`src/rtl/sseg_scan_ctrl_pkg.sv`:
```
// Shared constants and payload types for the seven-segment scan controller.
package sseg_scan_ctrl_pkg;

    localparam int unsigned NUM_DIGITS = 4;
    localparam int unsigned DIGIT_W    = $clog2(NUM_DIGITS);
    localparam int unsigned NIBBLE_W   = 4;
    localparam int unsigned VALUE_W    = NUM_DIGITS * NIBBLE_W;
    localparam int unsigned SEG_W      = 7;

    // Active-low "everything dark" patterns.
    localparam logic [SEG_W-1:0]      SEG_OFF = 7'h7F;
    localparam logic [NUM_DIGITS-1:0] AN_OFF  = 4'hF;

    // Defaults for a 100 MHz clock: 1 kHz per digit slot, 10 us dead time.
    localparam int unsigned DEFAULT_SCAN_DIV  = 100000;
    localparam int unsigned DEFAULT_BLANK_CYC = 1000;

    // One display word: four hex nibbles plus per-digit decimal points.
    typedef struct packed {
        logic [VALUE_W-1:0]    value;
        logic [NUM_DIGITS-1:0] dp;
    } disp_word_t;

endpackage

```
`src/rtl/sseg_scan_ctrl_hex.sv`:
```
// Combinational hex-to-seven-segment decoder, active-low, seg_c[0]=a .. seg_c[6]=g.
module seven_seg_hex
    import sseg_scan_ctrl_pkg::*;
(
    input  logic [NIBBLE_W-1:0] hex,
    output logic [SEG_W-1:0]    seg_c
);

    // Glyph lookup for 0-9, A, b, C, d, E, F.
    always_comb begin
        seg_c = SEG_OFF;
        case (hex)
            4'h0: seg_c = 7'h40;
            4'h1: seg_c = 7'h79;
            4'h2: seg_c = 7'h24;
            4'h3: seg_c = 7'h30;
            4'h4: seg_c = 7'h19;
            4'h5: seg_c = 7'h12;
            4'h6: seg_c = 7'h02;
            4'h7: seg_c = 7'h78;
            4'h8: seg_c = 7'h00;
            4'h9: seg_c = 7'h10;
            4'hA: seg_c = 7'h08;
            4'hB: seg_c = 7'h03;
            4'hC: seg_c = 7'h46;
            4'hD: seg_c = 7'h21;
            4'hE: seg_c = 7'h06;
            4'hF: seg_c = 7'h0E;
            default: seg_c = SEG_OFF;
        endcase
    end

endmodule

```
`src/rtl/sseg_scan_ctrl.sv`:
```
// Time-multiplexed 4-digit seven-segment scan controller with a
// double-buffered load port so a displayed value never tears mid-frame.
module sseg_scan_ctrl
    import sseg_scan_ctrl_pkg::*;
#(
    parameter int unsigned SCAN_DIV  = DEFAULT_SCAN_DIV,
    parameter int unsigned BLANK_CYC = DEFAULT_BLANK_CYC
) (
    input  logic                  clk,
    input  logic                  reset_n,
    input  logic                  load_valid,
    output logic                  load_ready,
    input  logic [VALUE_W-1:0]    load_value,
    input  logic [NUM_DIGITS-1:0] load_dp,
    input  logic [NUM_DIGITS-1:0] blank_i,
    input  logic                  lz_suppress,
    output logic [SEG_W-1:0]      seg,
    output logic [NUM_DIGITS-1:0] an,
    output logic                  dp,
    output logic                  frame_start
);

    localparam int unsigned CNT_W = $clog2(SCAN_DIV);

    logic [CNT_W-1:0]   cnt;
    logic [DIGIT_W-1:0] d;
    disp_word_t         shadow;
    disp_word_t         active;
    logic               pending;

    logic                slot_wrap_c;
    logic                frame_wrap_c;
    logic                load_fire_c;
    logic [NIBBLE_W-1:0] nibble_c;
    logic                upper_zero_c;
    logic                digit_on_c;
    logic [SEG_W-1:0]    hex_seg_c;

    assign slot_wrap_c  = (cnt == CNT_W'(SCAN_DIV - 1));
    assign frame_wrap_c = slot_wrap_c && (d == DIGIT_W'(NUM_DIGITS - 1));
    assign load_ready   = !pending;
    assign load_fire_c  = load_valid && !pending;

    // Select the current digit's nibble and detect whether it and all higher nibbles are zero.
    always_comb begin
        nibble_c     = '0;
        upper_zero_c = 1'b1;
        for (int unsigned i = 0; i < NUM_DIGITS; i++) begin
            if (DIGIT_W'(i) == d) begin
                nibble_c = active.value[i*NIBBLE_W +: NIBBLE_W];
            end
            if ((DIGIT_W'(i) >= d) && (active.value[i*NIBBLE_W +: NIBBLE_W] != '0)) begin
                upper_zero_c = 1'b0;
            end
        end
    end

    // A digit lights outside the dead time unless masked or suppressed as a leading zero.
    always_comb begin
        digit_on_c = (cnt >= CNT_W'(BLANK_CYC))
                     && !blank_i[d]
                     && !(lz_suppress && (d != '0) && upper_zero_c);
    end

    seven_seg_hex u_hex (
        .hex   (nibble_c),
        .seg_c (hex_seg_c)
    );

    // Slot counter and digit index; the digit advances on every slot wrap.
    always_ff @(posedge clk or negedge reset_n) begin
        if (!reset_n) begin
            cnt <= '0;
            d   <= '0;
        end else if (slot_wrap_c) begin
            cnt <= '0;
            d   <= frame_wrap_c ? '0 : d + DIGIT_W'(1);
        end else begin
            cnt <= cnt + CNT_W'(1);
        end
    end

    // Double buffer: shadow takes loads, active is swapped in only on the frame wrap.
    always_ff @(posedge clk or negedge reset_n) begin
        if (!reset_n) begin
            shadow  <= '0;
            active  <= '0;
            pending <= 1'b0;
        end else if (frame_wrap_c && pending) begin
            active  <= shadow;
            pending <= 1'b0;
        end else if (load_fire_c) begin
            shadow.value <= load_value;
            shadow.dp    <= load_dp;
            pending      <= 1'b1;
        end
    end

    // Registered pin drive, one cycle behind the counter and active buffer.
    always_ff @(posedge clk or negedge reset_n) begin
        if (!reset_n) begin
            an          <= AN_OFF;
            seg         <= SEG_OFF;
            dp          <= 1'b1;
            frame_start <= 1'b0;
        end else begin
            frame_start <= (cnt == '0) && (d == '0);
            if (digit_on_c) begin
                an  <= ~(NUM_DIGITS'(1) << d);
                seg <= hex_seg_c;
                dp  <= ~active.dp[d];
            end else begin
                an  <= AN_OFF;
                seg <= SEG_OFF;
                dp  <= 1'b1;
            end
        end
    end

endmodule
```
`config.mk`:
```
export PLATFORM = sky130hd
export DESIGN_NAME = sseg_scan_ctrl
export DESIGN_NICKNAME = d
export VERILOG_FILES = /design/src/rtl/sseg_scan_ctrl_pkg.sv /design/src/rtl/sseg_scan_ctrl_hex.sv /design/src/rtl/sseg_scan_ctrl.sv
export SDC_FILE = /design/constraint.sdc
export NUM_CORES = 1
export LEC_CHECK = 0
export ABC_CLOCK_PERIOD_IN_PS = 5720
export CELL_PAD_IN_SITES_DETAIL_PLACEMENT = 1
export CELL_PAD_IN_SITES_GLOBAL_PLACEMENT = 1
export CORE_UTILIZATION = 48
export CTS_BUF_LIST = sky130_fd_sc_hd__clkbuf_16
export CTS_CLUSTER_SIZE = 40
export DETAILED_ROUTE_END_ITERATION = 8
export GPL_TIMING_DRIVEN = 0
export PLACE_DENSITY_LB_ADDON = 0.3
export SYNTH_ARGS = -nofsm -noshare
export SYNTH_HDL_FRONTEND = slang
export SYNTH_SLANG_ARGS = --single-unit
```
`constraint.sdc`:
```
create_clock -name clk -period 5.72 [get_ports clk]
set_input_delay 1.716 -clock clk [delete_from_list [all_inputs] [get_ports clk]]
set_output_delay 1.716 -clock clk [all_outputs]
set_load 0.01 [all_outputs]
```
==> impl_metrics.prom <==
# TYPE chip_impl_metric gauge
chip_impl_info{name="outcome",value="complete, no violations"} 1
chip_impl_metric{name="initial_utilization",unit=""} 0.499
chip_impl_metric{name="timing.critical_path.fanout_max",unit=""} 10
chip_impl_metric{name="avgRoutedWirePerCell",unit="um"} 18.3
chip_impl_metric{name="synth_edf_count",unit=""} 0
chip_impl_metric{name="globalRouteOverflowTotal",unit=""} 0
chip_impl_metric{name="final_util",unit=""} 0.622
chip_impl_metric{name="cts_setup_buffers",unit=""} 0
chip_impl_metric{name="grt_pass1_wl",unit="mm"} 12.9
chip_impl_metric{name="cts_hold_buf",unit=""} 0
chip_impl_metric{name="cts_made_buffers",unit=""} 9
chip_impl_metric{name="r2r_cells",unit=""} 12
chip_impl_info{name="setup.worst_path.class",value="in -> reg"} 1
chip_impl_metric{name="synthesis.nets",unit=""} 318
chip_impl_metric{name="std_cell_rows",unit=""} 30
chip_impl_info{name="min_delay_worst_endpoint",value="active[4]$_DFFE_PN0P_"} 1
chip_impl_metric{name="setup_tns",unit="ns"} 0
chip_impl_metric{name="clk_pin_slew",unit="ns"} 0.06
chip_impl_metric{name="cp_data_required_time",unit="ns"} 5.96
chip_impl_metric{name="place_congestion",unit=""} 0.843
chip_impl_metric{name="final-hold-violation-count",unit=""} 0
chip_impl_metric{name="maxCapViolCount",unit=""} 0
chip_impl_metric{name="finalHoldWorstSlack",unit="ns"} 0.488
chip_impl_metric{name="post_cts_resize_count",unit=""} 0
chip_impl_metric{name="number_of_global_route_vias_before_repair",unit=""} 2529
chip_impl_metric{name="clk_latency",unit="ns"} 0.33
chip_impl_info{name="most_common_cell_after_layout_fill_and_taps_aside",value="dfrtp_1"} 1
chip_impl_info{name="hold_path_class",value="reg -> reg"} 1
chip_impl_metric{name="clock-sinks",unit=""} 73
chip_impl_metric{name="syn_area_per_cell",unit="um2"} 12.2
chip_impl_metric{name="synth.distinct_cells",unit=""} 46
chip_impl_info{name="rsz_0062_raised_after_global_routing",value="no"} 1
chip_impl_metric{name="groute.usage.overall",unit=""} 0.233
chip_impl_metric{name="final-setup-viol-count",unit=""} 0
chip_impl_metric{name="period_minus_slack",unit="ns"} 3.42
chip_impl_metric{name="floorplan.die_area",unit="um2"} 7400
chip_impl_metric{name="drtIter0Drc",unit=""} 126
chip_impl_metric{name="first_pass_iters",unit=""} 4
chip_impl_metric{name="cts_buffer_depth",unit=""} 2
chip_impl_info{name="synth.top_cells.by_area",value="dfrtp_1, dfstp_2, mux2_2"} 1
chip_impl_info{name="worst_setup_path_end_kind",value="register"} 1
chip_impl_metric{name="drt_drc_violations_left",unit=""} 0
chip_impl_metric{name="area_share_of_the_largest_cell_type_after_synthesis",unit=""} 0.451
chip_impl_info{name="start_kind",value="input pin"} 1
chip_impl_metric{name="ctsHtreeMaxLevel",unit=""} 3
chip_impl_metric{name="total_power",unit="W"} 0.00118
chip_impl_metric{name="seq_area_frac_synth",unit=""} 0.544
chip_impl_metric{name="dr_total_vias",unit=""} 2363
chip_impl_metric{name="final-max-slew-violation-count",unit=""} 0
chip_impl_info{name="synth_top_flop_cell",value="dfrtp_1"} 1
chip_impl_metric{name="worst_path_largest_cell_delay",unit="ns"} 0.58
chip_impl_metric{name="area_growth_syn_to_layout",unit="%"} 24.8
chip_impl_metric{name="worst_pin_slew",unit="ns"} 0.920
chip_impl_metric{name="clock.fmax",unit="GHz"} 0.292
chip_impl_metric{name="antenna_cells",unit=""} 0
chip_impl_metric{name="floorplan.die.width",unit="um"} 86.0
chip_impl_metric{name="synth_area",unit="um2"} 3390
chip_impl_metric{name="post_route_cells_drive_above_1_share",unit=""} 0.177
chip_impl_metric{name="drt.antenna.violating_nets",unit=""} 0
chip_impl_metric{name="ios",unit=""} 42
chip_impl_metric{name="dp_hpwl",unit="mm"} 5.03
chip_impl_info{name="clock_tree_from_tritoncts",value="yes"} 1
chip_impl_metric{name="power.density_cell_area",unit="nW/um2"} 279
chip_impl_metric{name="grt_max_degree",unit=""} 74
chip_impl_metric{name="ys_seq_elements",unit=""} 73
chip_impl_info{name="crit_path_top_delay_cell",value="or4b_2"} 1
chip_impl_metric{name="post_detailed_route_via_to_cell_ratio",unit=""} 5.50
chip_impl_metric{name="hold-path-cell-count",unit=""} 1
chip_impl_metric{name="slew-limit-headroom",unit=""} 0.387
chip_impl_metric{name="fillerInstances",unit=""} 679
chip_impl_info{name="synth_largest_area_cell",value="dfrtp_1"} 1
chip_impl_metric{name="async_flop_share",unit=""} 1.00
chip_impl_metric{name="postSynthCellCount",unit=""} 277
chip_impl_metric{name="irDropWorstVdd",unit="mV"} 0.167
chip_impl_info{name="cts_root_buffer",value="clkbuf_16"} 1
chip_impl_metric{name="worstPathBufferInverterCount",unit=""} 2
chip_impl_info{name="crit-reg2reg-launch",value="d[0]$_DFFE_PN0N_"} 1
chip_impl_metric{name="num-nets-final",unit=""} 370
chip_impl_metric{name="routed_wl",unit="mm"} 7.87
chip_impl_info{name="endpoint_of_the_most_critical_register_to_register_path",value="seg[3]$_DFF_PN1_"} 1
chip_impl_metric{name="arrival",unit="ns"} 3.67
chip_impl_info{name="cp_delay_by_family_top",value="simple AND/OR/NAND/NOR gates"} 1
chip_impl_metric{name="setup.reg_to_reg.worst_slack",unit="ns"} 2.64
chip_impl_metric{name="antenna_violations_before_repair",unit=""} 0
chip_impl_info{name="mostFrequentLayoutCells",value="dfrtp_1, clkdlybuf4s50_1, nand2_1, mux2_2, mux2_1"} 1
chip_impl_info{name="critical_path.cell_chain",value="clkdlybuf4s50_1, or4b_2, nor4_1, nor3_1, buf_2, o211ai_1"} 1
chip_impl_metric{name="die_h",unit="um"} 86.0
chip_impl_metric{name="yosys_warnings",unit=""} 0
chip_impl_metric{name="floorplan.core_area",unit="um2"} 6790
chip_impl_metric{name="fin_skew",unit="ns"} 0.00500
chip_impl_metric{name="power_leakage",unit="nW"} 1.92
chip_impl_metric{name="port-buffer-count",unit=""} 41
chip_impl_metric{name="final.period_utilization",unit=""} 0.599
chip_impl_info{name="worstHoldStart",value="active[4]$_DFFE_PN0P_"} 1
-- flip-flops by register name, indices dropped and copies added (netlist names) --
| signal | count |
|---|---|
| frame_start | 1 |
| seg | 7 |
| pending | 1 |
| cnt | 17 |
| dp | 1 |
| an | 4 |
| active | 20 |
| shadow | 20 |
| d | 2 |
-- where the power goes --
group           total, W  internal, W  switching [W]
clock           0.000590     0.000378       0.000212
sequential      0.000544     0.000534      0.0000102
combinational  0.0000453    0.0000285      0.0000168
total            0.00118     0.000940       0.000239
-- synthesized netlist by cell type, types with 3 or more instances --
library cell   n
dfrtp_1       61
o211ai_1       3
nand2_1       22
nor2b_1        6
ha_1          13
clkbuf_1       6
nor3_1         5
nor4_1         3
xor2_1         8
inv_1         12
mux2_1        19
xnor2_1        6
nor2_1        18
mux2_2        22
nand4_1        4
dfstp_2       12
nand3b_1       3
a21oi_1        6
o21ai_0        6
nand3_1        5
-- kinds of logic (layout without fill, tap and decap cells) --
logic type	count (synthesis)	in the layout	share of synthesized area
and+or+nand+nor	81	81	0.128
AOI/OAI and AO/OA	28	28	0.0583
buffers and inverters	23	80	0.0303
muxes	45	45	0.155
DFF	73	73	0.544
adders and majority gates	13	13	0.0480
xor gates and xnor gates	14	14	0.0362
-- stage by stage --
stage                     area [um2]  setup slack (ns)  std cells
after floorplan                 3390              2.80        277
after global placement          3920             0.551        414
after detailed placement        3920              2.02        414
after CTS                       4230              2.34        430
after global routing            4230              2.19        430
final                           4230              2.30        430
-- layout make-up --
type                            instances  area [um2]  share of cell area
Tap cell                               96         120              0.0284
Multi-Input combinational cell        181        1440               0.342
Buffer                                 11        57.6              0.0136
Inverter                               12        45.0              0.0107
Clock buffer                            9         225              0.0533
Timing Repair Buffer                   41         408              0.0965
Sequential cell                        73        1840               0.436
Clock inverter                          7        86.3              0.0204
-- routing by layer --
layer | vias up | part of all wire | GRT usage
met1 | 1212 | 0.45 | 0.293
met5 | - | 0 | 0
li1 | 1079 | - | -
met2 | 57 | 0.50 | 0.390
met3 | 15 | 0.029 | 0.0500
met4 | 0 | 0.020 | 0.0970
-- worst max-delay path by stage --
stage	depth (start not counted)	endpoint	startpoint
after global routing	6	seg[0]$_DFF_PN1_	lz_suppress
after floorplan	5	seg[4]$_DFF_PN1_	lz_suppress
after detailed placement	6	seg[1]$_DFF_PN1_	lz_suppress
final	6	seg[1]$_DFF_PN1_	lz_suppress
after CTS	6	seg[1]$_DFF_PN1_	lz_suppress
after global placement	1	shadow[13]$_DFFE_PN0P_	reset_n
No activity file was read; power rests on OpenSTA's default activity.
